<file path="src/rtl/spi_req_arbiter.sv">
// Round-robin arbiter and SPI frame sequencer: serves one byte-wide read or
// write frame at a time from NUM_REQ requesters onto a single SPI slave port.
module spi_req_arbiter #(
  parameter int NUM_REQ    = 4,
  parameter int DATA_W     = 8,
  parameter int GAP_CYCLES = 1
) (
  input  logic                      sclk,
  input  logic                      rst_n,
  input  logic [NUM_REQ-1:0]        req,
  input  logic [NUM_REQ-1:0]        req_wr,
  input  logic [NUM_REQ*DATA_W-1:0] req_wdata,
  output logic [NUM_REQ-1:0]        gnt,
  output logic [NUM_REQ-1:0]        done,
  output logic [DATA_W-1:0]         rdata,
  output logic                      busy,
  output logic                      ssel,
  output logic                      rd_wr,
  output logic                      mosi,
  input  logic                      miso
);

  localparam int IDX_W = (NUM_REQ > 1) ? $clog2(NUM_REQ) : 1;
  localparam int CW    = IDX_W + 1;
  localparam int BIT_W = $clog2(DATA_W);
  localparam int GAP_W = (GAP_CYCLES > 1) ? $clog2(GAP_CYCLES) : 1;

  localparam logic [CW-1:0]    NUM_C    = CW'(NUM_REQ);
  localparam logic [IDX_W-1:0] LAST_IDX = IDX_W'(NUM_REQ - 1);
  localparam logic [IDX_W-1:0] ONE_IDX  = IDX_W'(1);
  localparam logic [BIT_W-1:0] LAST_BIT = BIT_W'(DATA_W - 1);
  localparam logic [BIT_W-1:0] NEXT_TOP = BIT_W'(DATA_W - 2);
  localparam logic [BIT_W-1:0] ONE_BIT  = BIT_W'(1);
  localparam logic [GAP_W-1:0] LAST_GAP = GAP_W'(GAP_CYCLES - 1);
  localparam logic [GAP_W-1:0] ONE_GAP  = GAP_W'(1);

  typedef enum logic [1:0] {
    IDLE  = 2'd0,
    SETUP = 2'd1,
    XFER  = 2'd2,
    GAP   = 2'd3
  } state_t;

  state_t             state_r, state_s;
  logic [BIT_W-1:0]   bit_cnt_r, bit_cnt_s;
  logic [GAP_W-1:0]   gap_cnt_r, gap_cnt_s;
  logic [IDX_W-1:0]   rr_r, rr_s;
  logic [IDX_W-1:0]   win_r, win_s;
  logic               dir_r, dir_s;
  logic [DATA_W-1:0]  wdata_r, wdata_s;
  logic [DATA_W-1:0]  shift_r, shift_s;
  logic [DATA_W-1:0]  rdata_s;
  logic [NUM_REQ-1:0] gnt_s, done_s;
  logic               busy_s, ssel_s, rd_wr_s, mosi_s;
  logic [IDX_W:0]     pick_s;

  // Search starting at ptr; the lowest rotation offset wins. Returns {found, index}.
  function automatic logic [IDX_W:0] rr_pick(input logic [NUM_REQ-1:0] r,
                                             input logic [IDX_W-1:0]   ptr);
    logic [IDX_W:0] res;
    logic [CW-1:0]  sum;
    res = {CW{1'b0}};
    for (int k = NUM_REQ - 1; k >= 0; k--) begin
      sum = {1'b0, ptr} + CW'(k);
      sum = (sum >= NUM_C) ? (sum - NUM_C) : sum;
      res = r[sum[IDX_W-1:0]] ? {1'b1, sum[IDX_W-1:0]} : res;
    end
    return res;
  endfunction

  function automatic logic [DATA_W-1:0] sel_wdata(input logic [NUM_REQ*DATA_W-1:0] d,
                                                  input logic [IDX_W-1:0]          idx);
    logic [DATA_W-1:0] sel;
    sel = {DATA_W{1'b0}};
    for (int i = 0; i < NUM_REQ; i++) begin
      sel = (IDX_W'(i) == idx) ? d[i*DATA_W +: DATA_W] : sel;
    end
    return sel;
  endfunction

  // Next-state and next-output logic; every output is registered from these values.
  always_comb begin
    state_s   = state_r;
    bit_cnt_s = bit_cnt_r;
    gap_cnt_s = gap_cnt_r;
    rr_s      = rr_r;
    win_s     = win_r;
    dir_s     = dir_r;
    wdata_s   = wdata_r;
    shift_s   = shift_r;
    rdata_s   = rdata;
    gnt_s     = {NUM_REQ{1'b0}};
    done_s    = {NUM_REQ{1'b0}};
    ssel_s    = 1'b1;
    rd_wr_s   = rd_wr;
    mosi_s    = 1'b0;
    pick_s    = rr_pick(req, rr_r);
    case (state_r)
      IDLE: begin
        if (pick_s[IDX_W]) begin
          state_s = SETUP;
          win_s   = pick_s[IDX_W-1:0];
          dir_s   = req_wr[pick_s[IDX_W-1:0]];
          wdata_s = sel_wdata(req_wdata, pick_s[IDX_W-1:0]);
          rr_s    = (pick_s[IDX_W-1:0] == LAST_IDX) ? {IDX_W{1'b0}}
                                                    : (pick_s[IDX_W-1:0] + ONE_IDX);
          gnt_s[pick_s[IDX_W-1:0]] = 1'b1;
          ssel_s  = 1'b0;
          rd_wr_s = req_wr[pick_s[IDX_W-1:0]];
        end else begin
          state_s = IDLE;
        end
      end
      SETUP: begin
        state_s   = XFER;
        bit_cnt_s = {BIT_W{1'b0}};
        ssel_s    = 1'b0;
        mosi_s    = dir_r & wdata_r[LAST_BIT];
      end
      XFER: begin
        shift_s = dir_r ? shift_r : {shift_r[DATA_W-2:0], miso};
        if (bit_cnt_r == LAST_BIT) begin
          // Last bit: the final miso sample lands directly in rdata.
          state_s   = GAP;
          bit_cnt_s = {BIT_W{1'b0}};
          gap_cnt_s = {GAP_W{1'b0}};
          done_s[win_r] = 1'b1;
          rdata_s   = dir_r ? rdata : {shift_r[DATA_W-2:0], miso};
        end else begin
          bit_cnt_s = bit_cnt_r + ONE_BIT;
          ssel_s    = 1'b0;
          mosi_s    = dir_r & wdata_r[NEXT_TOP - bit_cnt_r];
        end
      end
      GAP: begin
        if (gap_cnt_r == LAST_GAP) begin
          state_s   = IDLE;
          gap_cnt_s = {GAP_W{1'b0}};
        end else begin
          gap_cnt_s = gap_cnt_r + ONE_GAP;
        end
      end
      default: begin
        state_s = IDLE;
      end
    endcase
    busy_s = (state_s != IDLE);
  end

  // State, datapath and output registers.
  always_ff @(posedge sclk or negedge rst_n) begin
    if (!rst_n) begin
      state_r   <= IDLE;
      bit_cnt_r <= {BIT_W{1'b0}};
      gap_cnt_r <= {GAP_W{1'b0}};
      rr_r      <= {IDX_W{1'b0}};
      win_r     <= {IDX_W{1'b0}};
      dir_r     <= 1'b0;
      wdata_r   <= {DATA_W{1'b0}};
      shift_r   <= {DATA_W{1'b0}};
      rdata     <= {DATA_W{1'b0}};
      gnt       <= {NUM_REQ{1'b0}};
      done      <= {NUM_REQ{1'b0}};
      busy      <= 1'b0;
      ssel      <= 1'b1;
      rd_wr     <= 1'b0;
      mosi      <= 1'b0;
    end else begin
      state_r   <= state_s;
      bit_cnt_r <= bit_cnt_s;
      gap_cnt_r <= gap_cnt_s;
      rr_r      <= rr_s;
      win_r     <= win_s;
      dir_r     <= dir_s;
      wdata_r   <= wdata_s;
      shift_r   <= shift_s;
      rdata     <= rdata_s;
      gnt       <= gnt_s;
      done      <= done_s;
      busy      <= busy_s;
      ssel      <= ssel_s;
      rd_wr     <= rd_wr_s;
      mosi      <= mosi_s;
    end
  end

endmodule

</file>
<file path="config.mk">
export PLATFORM = sky130hd
export DESIGN_NAME = spi_req_arbiter
export DESIGN_NICKNAME = d
export VERILOG_FILES = /design/src/rtl/spi_req_arbiter.sv
export SDC_FILE = /design/constraint.sdc
export NUM_CORES = 1
export LEC_CHECK = 0
export CAP_MARGIN = 20
export CORE_ASPECT_RATIO = 1.75
export CORE_MARGIN = 8
export CORE_UTILIZATION = 35
export CTS_CLUSTER_SIZE = 14
export DETAILED_ROUTE_END_ITERATION = 12
export PLACE_DENSITY_LB_ADDON = 0.3
export SKIP_LAST_GASP = 1
export SLEW_MARGIN = 20
export SYNTH_ARGS = -nofsm -noshare
export SYNTH_HDL_FRONTEND = slang
export SYNTH_SLANG_ARGS = --single-unit
</file>
<file path="constraint.sdc">
create_clock -name sclk -period 4.2 [get_ports sclk]
set_input_delay 0.84 -clock sclk [delete_from_list [all_inputs] [get_ports sclk]]
set_output_delay 0.84 -clock sclk [all_outputs]
set_load 0.02 [all_outputs]
</file>
==> flow_summary.json <==
{
  "synth_ff_type": "dfrtp_1",
  "synth_nets": 249,
  "fmax_ghz": 0.335,
  "synth-compound-area-share": 0.145,
  "clkSinkCount": 44,
  "cts_max_level": 2,
  "die_height_um": 121,
  "synth_edf_count": 0,
  "post_cts_resized": 0,
  "io_buffers": 62,
  "clockRootBuffer": "clkbuf_8",
  "synthesis.area_um2": 2190,
  "dpl.cell_count": 329,
  "synth-simple-area-share": 0.136,
  "io_pins": 63,
  "setup.worst_path.end": "wdata_r[3]",
  "yosys.area.top_type_share": 0.492,
  "slew_viol_final": 0,
  "r2r-start": "rr_r[1]",
  "drt_pass1_iterations": 4,
  "cp-start-kind": "input port",
  "cts_tree": "yes",
  "ys_types": 38,
  "track_usage": 0.113,
  "start_util": 0.356,
  "synth_seq_cells": 44,
  "tns_ns": 0,
  "tightest_slew_ns": 0.655,
  "ys_seq_area_frac": 0.504,
  "hold_viol_final": 0,
  "maxSlewHeadroom": 0.563,
  "grt-ovfl-total": 0,
  "antenna_left": 0,
  "drv_cap": 0,
  "clk_latency_ns": 0.29,
  "rows": 38,
  "reg2reg_to": "wdata_r[3]",
  "dp_hpwl_um": 3680,
  "hp-class": "flop to flop",
  "synthXorXnorAreaFrac": 0,
  "worstPathMaxFanout": 15,
  "synth_top_cell_by_area": "dfrtp_1",
  "power_density_nw_per_um2": 580,
  "worstPathRequired_ns": 4.44,
  "final_cells": 337,
  "wl_per_cell_um": 13.9,
  "top_usage_layer": "met2",
  "hold_buffers": 0,
  "max-clock-path-buffers": 2,
  "grt_antenna_before_repair": 0,
  "ff2ff_path_depth": 9,
  "synth_mux_area_frac": 0.121,
  "fin_worst_skew_ns": 0.00238,
  "arrival_ns": 3.22,
  "setup_viol": 0,
  "status": "complete, no violations",
  "period_share": 0.710,
  "ir_worst_vdd_uv": 276,
  "async_reset_ff_frac": 1.00,
  "final_nets": 309,
  "n_fill_cell": 583,
  "synth_top_family_by_area": "compound AO/OA/AOI/OAI gates",
  "die_area_um2": 9130,
  "coreArea_um2": 6130,
  "post-cts-setup-buffers": 0,
  "min_period_ns": 2.98,
  "netlist_instances": 196,
  "cts_buffers": 5,
  "drive_gt1_frac": 0.140,
  "wirelength_um": 4700,
  "area_growth_pct": 35.1,
  "synth_fa_ha_area_frac": 0.0572,
  "rrSetupSlack_ns": 1.82,
  "vias": 1600,
  "met3_usage": 0.0240,
  "synth_warnings": 0,
  "drc": 0,
  "antenna_cells": 0,
  "grt_pass1_vias": 1693,
  "rsz0062_at_grt": "false",
  "die_w_um": 75.7,
  "grt_max_degree": 45,
  "synthTopCellsByArea": "dfrtp_1, mux2_2, ha_1, a21oi_1, nand2_1",
  "power_leakage_nw": 1.25,
  "vias_per_cell": 4.75,
  "crit_type": "input port to flop",
  "use_met2": 0.198,
  "endpoint_kind": "flop",
  "crit_start": "req[0]",
  "drtIter0Drc": 56,
  "clkTransAtPathRegs_ns": 0.08,
  "met1_usage": 0.121,
  "gp_congestion": 0.780,
  "avgSynthCellArea_um2": 11.2,
  "grt_first_pass_wirelength_um": 8040
}
## critical path: stages
cell and delay (ns):
clkdlybuf4s50_1 0.57, or3b_1 0.41, o221ai_4 0.12, inv_1 0.10, ha_1 0.36, nand3b_1 0.23, a21oi_1 0.17, a21oi_1 0.06
o211ai_1 0.20, o21a_1 0.14
## how the worst min path moves through the flow
stage,from,to,slack [ns],depth (start not counted)
after global routing,wdata_r[4],wdata_r[4],0.51,2
after CTS,wdata_r[4],wdata_r[4],0.49,2
after detailed placement,wdata_r[4],wdata_r[4],0.47,2
after global placement,wdata_r[3],wdata_r[3],0.47,1
after floorplan,wdata_r[5],wdata_r[5],0.45,2
final,wdata_r[4],wdata_r[4],0.49,2
## per-layer routing
layer,vias up,share of wire
met5,-,0
met4,0,0.022
met3,6,0.046
met2,41,0.55
met1,748,0.38
li1,805,-
## layout make-up
cell class | count | area [um2] | share of cell area
clock inverters | 3 | 18.8 | 0.00635
clock buffers | 5 | 68.8 | 0.0233
well taps | 80 | 100 | 0.0339
inverters | 11 | 41.3 | 0.0140
multi-input cells | 132 | 1000 | 0.340
repair buffers | 62 | 618 | 0.209
flip-flops and latches | 44 | 1100 | 0.373
## cell families after synthesis
kind of cell             after synthesis
flip-flops                            44
adder cells (fa/ha/maj)               10
multiplexers                          21
AND/OR/NAND/NOR                       56
buffers and inverters                 20
AO/OA/AOI/OAI                         45
## per-stage QoR
stage	total power [mW]	setup WS (ns)	instance area [um2]	util	hold WS [ns]
2_1_floorplan	1.23	1.63	2190	-	0.445
3_3_place_gp	1.46	0.967	2860	0.467	0.473
3_5_place_dp	1.48	0.912	2860	0.467	0.473
5_1_grt	1.86	0.953	2950	0.482	0.513
4_1_cts	1.74	1.22	2950	0.481	0.492
6_report	1.71	1.22	2950	0.482	0.486
## cells in the mapped netlist, types with 2 or more instances
library cell and instances:
and2_1 4, dfrtp_1 43, clkbuf_1 6, a21oi_1 17, o211ai_1 6, nand3b_1 5, o21ai_0 6, mux2i_1 2
o21a_1 5, nor3_1 5, nand3_1 3, ha_1 10, nand2_1 22, nor2b_1 5, nor2_1 4, a221oi_1 3
buf_2 3, mux2_4 2, inv_1 11, mux2_2 15, mux4_2 2
## sequential cells by signal, summed over array words and instances, names as in the netlist
signal,flops
mosi,1
wdata_r,8
bit_cnt_r,3
gnt,4
rr_r,2
busy,1
rdata,8
done,4
shift_r,7
ssel,1
state_r,2
win_r,2
dir_r,1
## layout by cell type (no fill, tap or decap), types with 6 or more instances in the layout
| cell type | count |
|---|---|
| ha_1 | 10 |
| nand2_1 | 22 |
| inv_1 | 11 |
| clkdlybuf4s50_1 | 61 |
| a21oi_1 | 17 |
| dfrtp_1 | 43 |
| o211ai_1 | 6 |
| mux2_2 | 15 |
| o21ai_0 | 6 |
## where the power goes
group	switching [mW]	internal (mW)
clock	0.147	0.116
sequential	0.0986	0.577
combinational	0.389	0.386
total	0.634	1.08
No activity file was read; power rests on OpenSTA's default activity.
